==> src/rtl/route_decoder.sv <==
// Recovers the 5-bit program behind a train route by watching station hops.
// Illegal hops are flagged, and the partial trip is discarded.
module route_decoder (
   input  logic       clk,
   input  logic       rst,
   input  logic       trip_start,
   input  logic [2:0] station,
   input  logic       station_vld,
   output logic [4:0] prog_seq_out,
   output logic       seq_valid,
   output logic       seq_err,
   output logic       busy,
   output logic [2:0] hop_cnt
);

   typedef enum logic [0:0] {
      IDLE   = 1'b0,
      DECODE = 1'b1
   } state_t;

   state_t     state_r;
   logic [2:0] prev_r;
   logic [3:0] shift_r;
   logic [2:0] succ0_s;
   logic [2:0] succ1_s;
   logic       match0_s;
   logic       match1_s;
   logic       legal_s;
   logic       bit_s;

   // Station graph: the station the controller moves to for a given program bit.
   function automatic logic [2:0] next_station(input logic [2:0] cur, input logic prog_bit);
      logic [2:0] nxt;
      case (cur)
         3'b000:  nxt = prog_bit ? 3'b001 : 3'b000;
         3'b001:  nxt = prog_bit ? 3'b100 : 3'b010;
         3'b010:  nxt = prog_bit ? 3'b100 : 3'b011;
         3'b011:  nxt = prog_bit ? 3'b100 : 3'b011;
         3'b100:  nxt = prog_bit ? 3'b101 : 3'b111;
         3'b101:  nxt = prog_bit ? 3'b110 : 3'b011;
         3'b110:  nxt = prog_bit ? 3'b110 : 3'b111;
         3'b111:  nxt = prog_bit ? 3'b101 : 3'b001;
         default: nxt = 3'b000;
      endcase
      return nxt;
   endfunction

   // Compare the incoming hop against both successors of the previous station.
   always_comb begin
      succ0_s  = next_station(prev_r, 1'b0);
      succ1_s  = next_station(prev_r, 1'b1);
      match0_s = (station == succ0_s);
      match1_s = (station == succ1_s);
      legal_s  = match0_s | match1_s;
      // Successors are always distinct, so a bit-1 match fully determines the bit.
      if (match1_s) begin
         bit_s = 1'b1;
      end else begin
         bit_s = 1'b0;
      end
   end

   // Trip FSM with registered status outputs.
   always_ff @(posedge clk or negedge rst) begin
      if (!rst) begin
         state_r      <= IDLE;
         prev_r       <= 3'b000;
         shift_r      <= 4'b0000;
         prog_seq_out <= 5'b00000;
         seq_valid    <= 1'b0;
         seq_err      <= 1'b0;
         busy         <= 1'b0;
         hop_cnt      <= 3'd0;
      end else begin
         seq_valid <= 1'b0;
         seq_err   <= 1'b0;
         case (state_r)
            IDLE: begin
               if (trip_start) begin
                  state_r <= DECODE;
                  busy    <= 1'b1;
                  prev_r  <= 3'b000;
                  shift_r <= 4'b0000;
                  hop_cnt <= 3'd0;
               end else begin
                  busy    <= 1'b0;
               end
            end
            DECODE: begin
               // A restart wins over any hop presented in the same cycle.
               if (trip_start) begin
                  busy    <= 1'b1;
                  prev_r  <= 3'b000;
                  shift_r <= 4'b0000;
                  hop_cnt <= 3'd0;
               end else if (station_vld) begin
                  if (!legal_s) begin
                     seq_err <= 1'b1;
                     state_r <= IDLE;
                     busy    <= 1'b0;
                     hop_cnt <= 3'd0;
                  end else if (hop_cnt == 3'd4) begin
                     prog_seq_out <= {shift_r, bit_s};
                     seq_valid    <= 1'b1;
                     state_r      <= IDLE;
                     busy         <= 1'b0;
                     hop_cnt      <= 3'd0;
                     prev_r       <= station;
                  end else begin
                     shift_r <= {shift_r[2:0], bit_s};
                     prev_r  <= station;
                     hop_cnt <= hop_cnt + 3'd1;
                  end
               end else begin
                  busy <= 1'b1;
               end
            end
            default: begin
               state_r <= IDLE;
               busy    <= 1'b0;
               hop_cnt <= 3'd0;
            end
         endcase
      end
   end

endmodule

==> config.mk <==
export PLATFORM = sky130hd
export DESIGN_NAME = route_decoder
export DESIGN_NICKNAME = d
export VERILOG_FILES = /design/src/rtl/route_decoder.sv
export SDC_FILE = /design/constraint.sdc
export NUM_CORES = 1
export LEC_CHECK = 0
export BUFFER_PORTS_ARGS = -buffer_cell sky130_fd_sc_hd__buf_2
export CORE_MARGIN = 10
export CORE_UTILIZATION = 53
export DETAILED_ROUTE_END_ITERATION = 6
export PLACE_DENSITY = 0.83
export SETUP_SLACK_MARGIN = 0.05
export SLEW_MARGIN = 10
export SYNTH_ARGS = -nofsm -noshare
export SYNTH_HDL_FRONTEND = slang
export SYNTH_SLANG_ARGS = --single-unit
==> constraint.sdc <==
create_clock -name clk -period 4.7 [get_ports clk]
set_clock_uncertainty 0.05 [all_clocks]
set_input_delay 1.175 -clock clk [delete_from_list [all_inputs] [get_ports clk]]
set_output_delay 1.175 -clock clk [all_outputs]
set_load 0.02 [all_outputs]
* Yosys cells after proc, flatten, opt, wreduce, memory -nomap -nowiden
Memories as Yosys holds them, arrays and structs flattened.
Cells that the tools add are included.
** Storage, ports and cells
- Bits in read-only memories :: 48
- Logic and storage cells :: 63
- Bits in registers :: 19
- Output and inout port bits :: 11
- Memories :: 2
** Memory list
- (no name shown) :: words 8, width 3, rd ports 1, clocked after memory_dff 0, wr ports 0, RTL line 34 : case (cur)
- (no name shown) :: words 8, width 3, rd ports 1, clocked after memory_dff 0, wr ports 0, RTL line 34
** Cells by class
- $add $sub $neg :: 1
- Bitwise logic cells :: 3
- Reductions and logical operators :: 4
- Muxes and demuxes :: 37
- Equal/unequal tests :: 8
** Operators with widths (number)
- 2-to-1 mux 3 bit :: 8
- 2-to-1 mux 4 bit :: 5
- 2-to-1 mux 1 bit :: 19
- one-hot mux 3 bit (2 select lines) :: 2
- one-hot mux 4 bit (2 select lines) :: 1
- equality test 3 bit :: 2
- != test 3 bit, second input constant :: 2
- != test 5 x 4 -> 1 bit, second input constant :: 1
- AND reduction 5 bit :: 1
- one-hot mux 1 bit (2 select lines) :: 2
- AND reduction 4 bit :: 1
- adder 3 x 1 -> 3 bit, second input constant :: 1
- equality test 3 bit, second input constant :: 1
- != test 3 x 2 -> 1 bit, second input constant :: 1
- AND reduction 3 bit :: 1
- != test 2 bit, second input constant :: 1
- NOT 1 bit :: 2
- AND reduction 2 bit :: 1
- OR 1 bit :: 1

* Longest topological paths before layout
An unclocked memory read counts as a cell.
- Depth in word-level cells :: 8
- Mapped depth :: 8

* Least setup slack after synthesis
No wires, ideal clock.
- Kind :: input port to flip-flop
- Start point :: in station[0]
- End point :: reg prog_seq_out[1]
- Library setup time :: 0.125 ns
- Data required time :: 4.525 ns
- Cell stages on the path :: 6
- Data arrival time :: 2.433 ns
- Buffers on the path :: 0
- Slack :: 2.092 ns
- Path through :: and4b_2 > o31a_1 > a21oi_2 > a21oi_4 > nand2_4 > mux2_4
** On the way
- Longest elaborated chain between the ends :: 3
** RTL lines
- start: declaration :: RTL line 7 : input logic [2:0] station,
- equality test 3 bit (on tied branches) :: RTL line 52, 53
- OR 1 bit (*) :: RTL line 54 : legal_s = match0_s | match1_s;
- AND reduction 5 bit (no source line) (*)
- end signal: assignment :: RTL line 103 : prog_seq_out <= {shift_r, bit_s};
- end: declaration :: RTL line 9 : output logic [4:0] prog_seq_out,
Every way passes the cells marked *; elsewhere a longest branch is shown, timed or not.
A chain may end at the register's enable or synchronous reset.

* Final worst setup path
- Start point :: in station[0]
- End point :: reg prog_seq_out[2]
The elaborated chain is that of the path after synthesis.

==> flow_metrics.env <==
export IMPL_status="finished clean"
export IMPL_drv_slew=0
export IMPL_synth_avg_cell_area_um2=11.1
export IMPL_cts_tree="built"
export IMPL_setup_tns_ns=0
export IMPL_n_antenna_cell=0
export IMPL_syn_cell_area_um2=981
export IMPL_synthFlopType="dfrtp_1"
export IMPL_clk_latency_ns=0.28
export IMPL_final_area_um2=1110
export IMPL_grt_max_degree=20
export IMPL_seq_area_um2=475
export IMPL_cts_sinks=19
export IMPL_grt_pass1_vias=755
export IMPL_rsz0062_at_grt="no"
export IMPL_final_min_clock_period_ns=2.56
export IMPL_num_nets_final=119
export IMPL_setup_violations=0
export IMPL_path_clk_slew_ns=0.10
export IMPL_coreArea_um2=1750
export IMPL_place_gp_congestion=0.744
export IMPL_placedCellCount=128
export IMPL_min_period_over_period=0.545
export IMPL_fin_util=0.637
export IMPL_vias_per_cell=5.36
export IMPL_startpoint_type="input pin"
export IMPL_timing_final_ws_setup_ns=2.14
export IMPL_dp_slack_ns=1.83
export IMPL_worst_slew_pin_slew_ns=0.419
export IMPL_slowest_delay_ns=0.30
export IMPL_dieArea_um2=3970
export IMPL_pwr_density_cell_nw_per_um2=262
export IMPL_crit_fanout=8
export IMPL_p_int_mw=0.215
export IMPL_relSlewSlack=0.720
export IMPL_p_comb_frac=0.138
export IMPL_die_h_um=63.0
export IMPL_cts_setup_buffers=0
export IMPL_ys_top_cells_by_area="dfrtp_1 48%, mux2i_1 8.2%, mux2_4 6.1%"
export IMPL_arrival_ns=2.69
export IMPL_die_w_um=63.0
export IMPL_ctsHoldBuffers=0
export IMPL_cts_root_buf="clkbuf_4"
export IMPL_placed_area_um2=1090
export IMPL_hpwl_um=1440
export IMPL_peakVddDrop_uv=194
export IMPL_worst_path_max_delay_cell="mux2_4"
export IMPL_ys_ff_latch=19
export IMPL_antenna_found_initial=0
export IMPL_start_util=0.562
export IMPL_rrSetupSlack_ns=2.37
export IMPL_port_buffers=17
export IMPL_hold_viol=0
export IMPL_clock_path_buffers=2
export IMPL_cp_num_buf_inv=1
export IMPL_synth_top_area_cell="dfrtp_1"
export IMPL_synth_edf_count=0
export IMPL_yosysWarnings=0
export IMPL_drtPass1Iterations=4
export IMPL_switching_share=0.263
export IMPL_fmax_mhz=391
export IMPL_routed_via_count=708
export IMPL_cts_made_buffers=3
export IMPL_cts_htree_levels=1
export IMPL_critPathKind="input pin to flop"
export IMPL_synth_nets=99
export IMPL_rows=15
export IMPL_cp_cell_sequence="buf_2, and4b_2, o31a_1, a21oi_2, a21oi_4, nand2_4, mux2_4"
export IMPL_finalNonFillerCells=132
export IMPL_p_seq_frac=0.590
export IMPL_cap_violations=0
export IMPL_routed_wl_um=1870
export IMPL_power_mw=0.291
export IMPL_cts_resized=0
export IMPL_drive_above_1_share=0.290
export IMPL_cp_top_family="compound AO/OA/AOI/OAI gates"
export IMPL_grt_overflow_total=0
export IMPL_synthArstFlopShare=1.00
export IMPL_track_usage=0.0987
export IMPL_leakagePower_nw=0.570
export IMPL_cp_required_ns=4.83
export IMPL_drc=0
export IMPL_nFillCells=153
export IMPL_multi_input_area_um2=472
export IMPL_drt_initial_drc_count=20
export IMPL_synth_most_common_cell="dfrtp_1"
export IMPL_min_path_type="flop to flop"
export IMPL_wl_per_cell_um=14.2
export IMPL_synth_cells=88
export IMPL_p_clk_frac=0.273
export IMPL_holdWs_ns=0.436
export IMPL_netlist_top_cells_count="19 x dfrtp_1, 9 x nor2_1, 8 x mux2i_1, 8 x nand2_1, 6 x inv_1"
export IMPL_antenna_left=0
export IMPL_synth_top_cell_area_share=0.485
export IMPL_io_pins=18
export IMPL_areaGrowthSynthToFinish_pct=13.4
export IMPL_grt_pass1_wl_um=3260
export IMPL_yosysSeqAreaShare=0.485
export IMPL_power_switching_mw=0.0764
export IMPL_ys_types=33
export IMPL_crit_path_end_kind="flop"
metal layers:
metal / up-vias / GRT usage / share of wire
met2: 18 / 0.171 / 0.47
met3: 4 / 0.0466 / 0.085
li1: 346 / - / -
met4: 0 / 0.0419 / 0.014
met5: - / 0 / 0
met1: 340 / 0.0979 / 0.43
cells in the final DEF (no fill, tap or decap), types with 2 or more instances in the layout:
cell type	n
a21oi_1	2
a21oi_2	2
a31oi_1	2
buf_2	17
clkbuf_4	3
dfrtp_1	19
ha_1	4
inv_1	6
mux2_4	4
mux2i_1	8
nand2_1	8
nand3_1	2
nor2_1	9
tightest hold or removal path, cell delays in order, from the launching register on:
cell and delay (ns):
dfrtp_1 0.36, nand2_1 0.05, nand2_1 0.06
power by group through the flow:
stage | combinational (mW) | sequential [mW] | clock, mW
after global routing | 0.0443 | 0.172 | 0.0911
after CTS | 0.0407 | 0.172 | 0.0816
after global placement | 0.0389 | 0.174 | 0
after floorplan | 0.0246 | 0.176 | 0
after detailed placement | 0.0404 | 0.175 | 0
final | 0.0401 | 0.172 | 0.0794
kinds of logic after synthesis:
logic type | synth area share
AO/OA/AOI/OAI | 0.0995
AND/OR/NAND/NOR | 0.170
adder cells (fa/ha/maj) | 0.0510
flip-flops | 0.485
buffers and inverters | 0.0344
multiplexers | 0.143
XOR/XNOR | 0.0179
cell type report:
class                      instances  area share
clock buffer                       4      0.0236
inverter                           6      0.0202
multi-input combinational         61       0.424
sequential                        19       0.427
tap                               25      0.0281
timing repair buffer              17      0.0765
path summary, 6_finish.rpt:
kind                            start               to  depth (start not counted)
max in group asynchronous         rst             busy                          1
hold / removal                   busy             busy                          2
setup / recovery           station[0]  prog_seq_out[2]                          7
hold reg to reg                  busy             busy                          2
setup reg to reg            prev_r[0]  prog_seq_out[2]                          8
min in group asynchronous         rst          seq_err                          1
flip-flops by register name (all words and copies together), names as in the netlist:
signal / count
prog_seq_out: 5
shift_r: 4
hop_cnt: 3
prev_r: 3
busy: 1
seq_err: 1
seq_valid: 1
state_r: 1
Power figures use the tool's default switching activity.
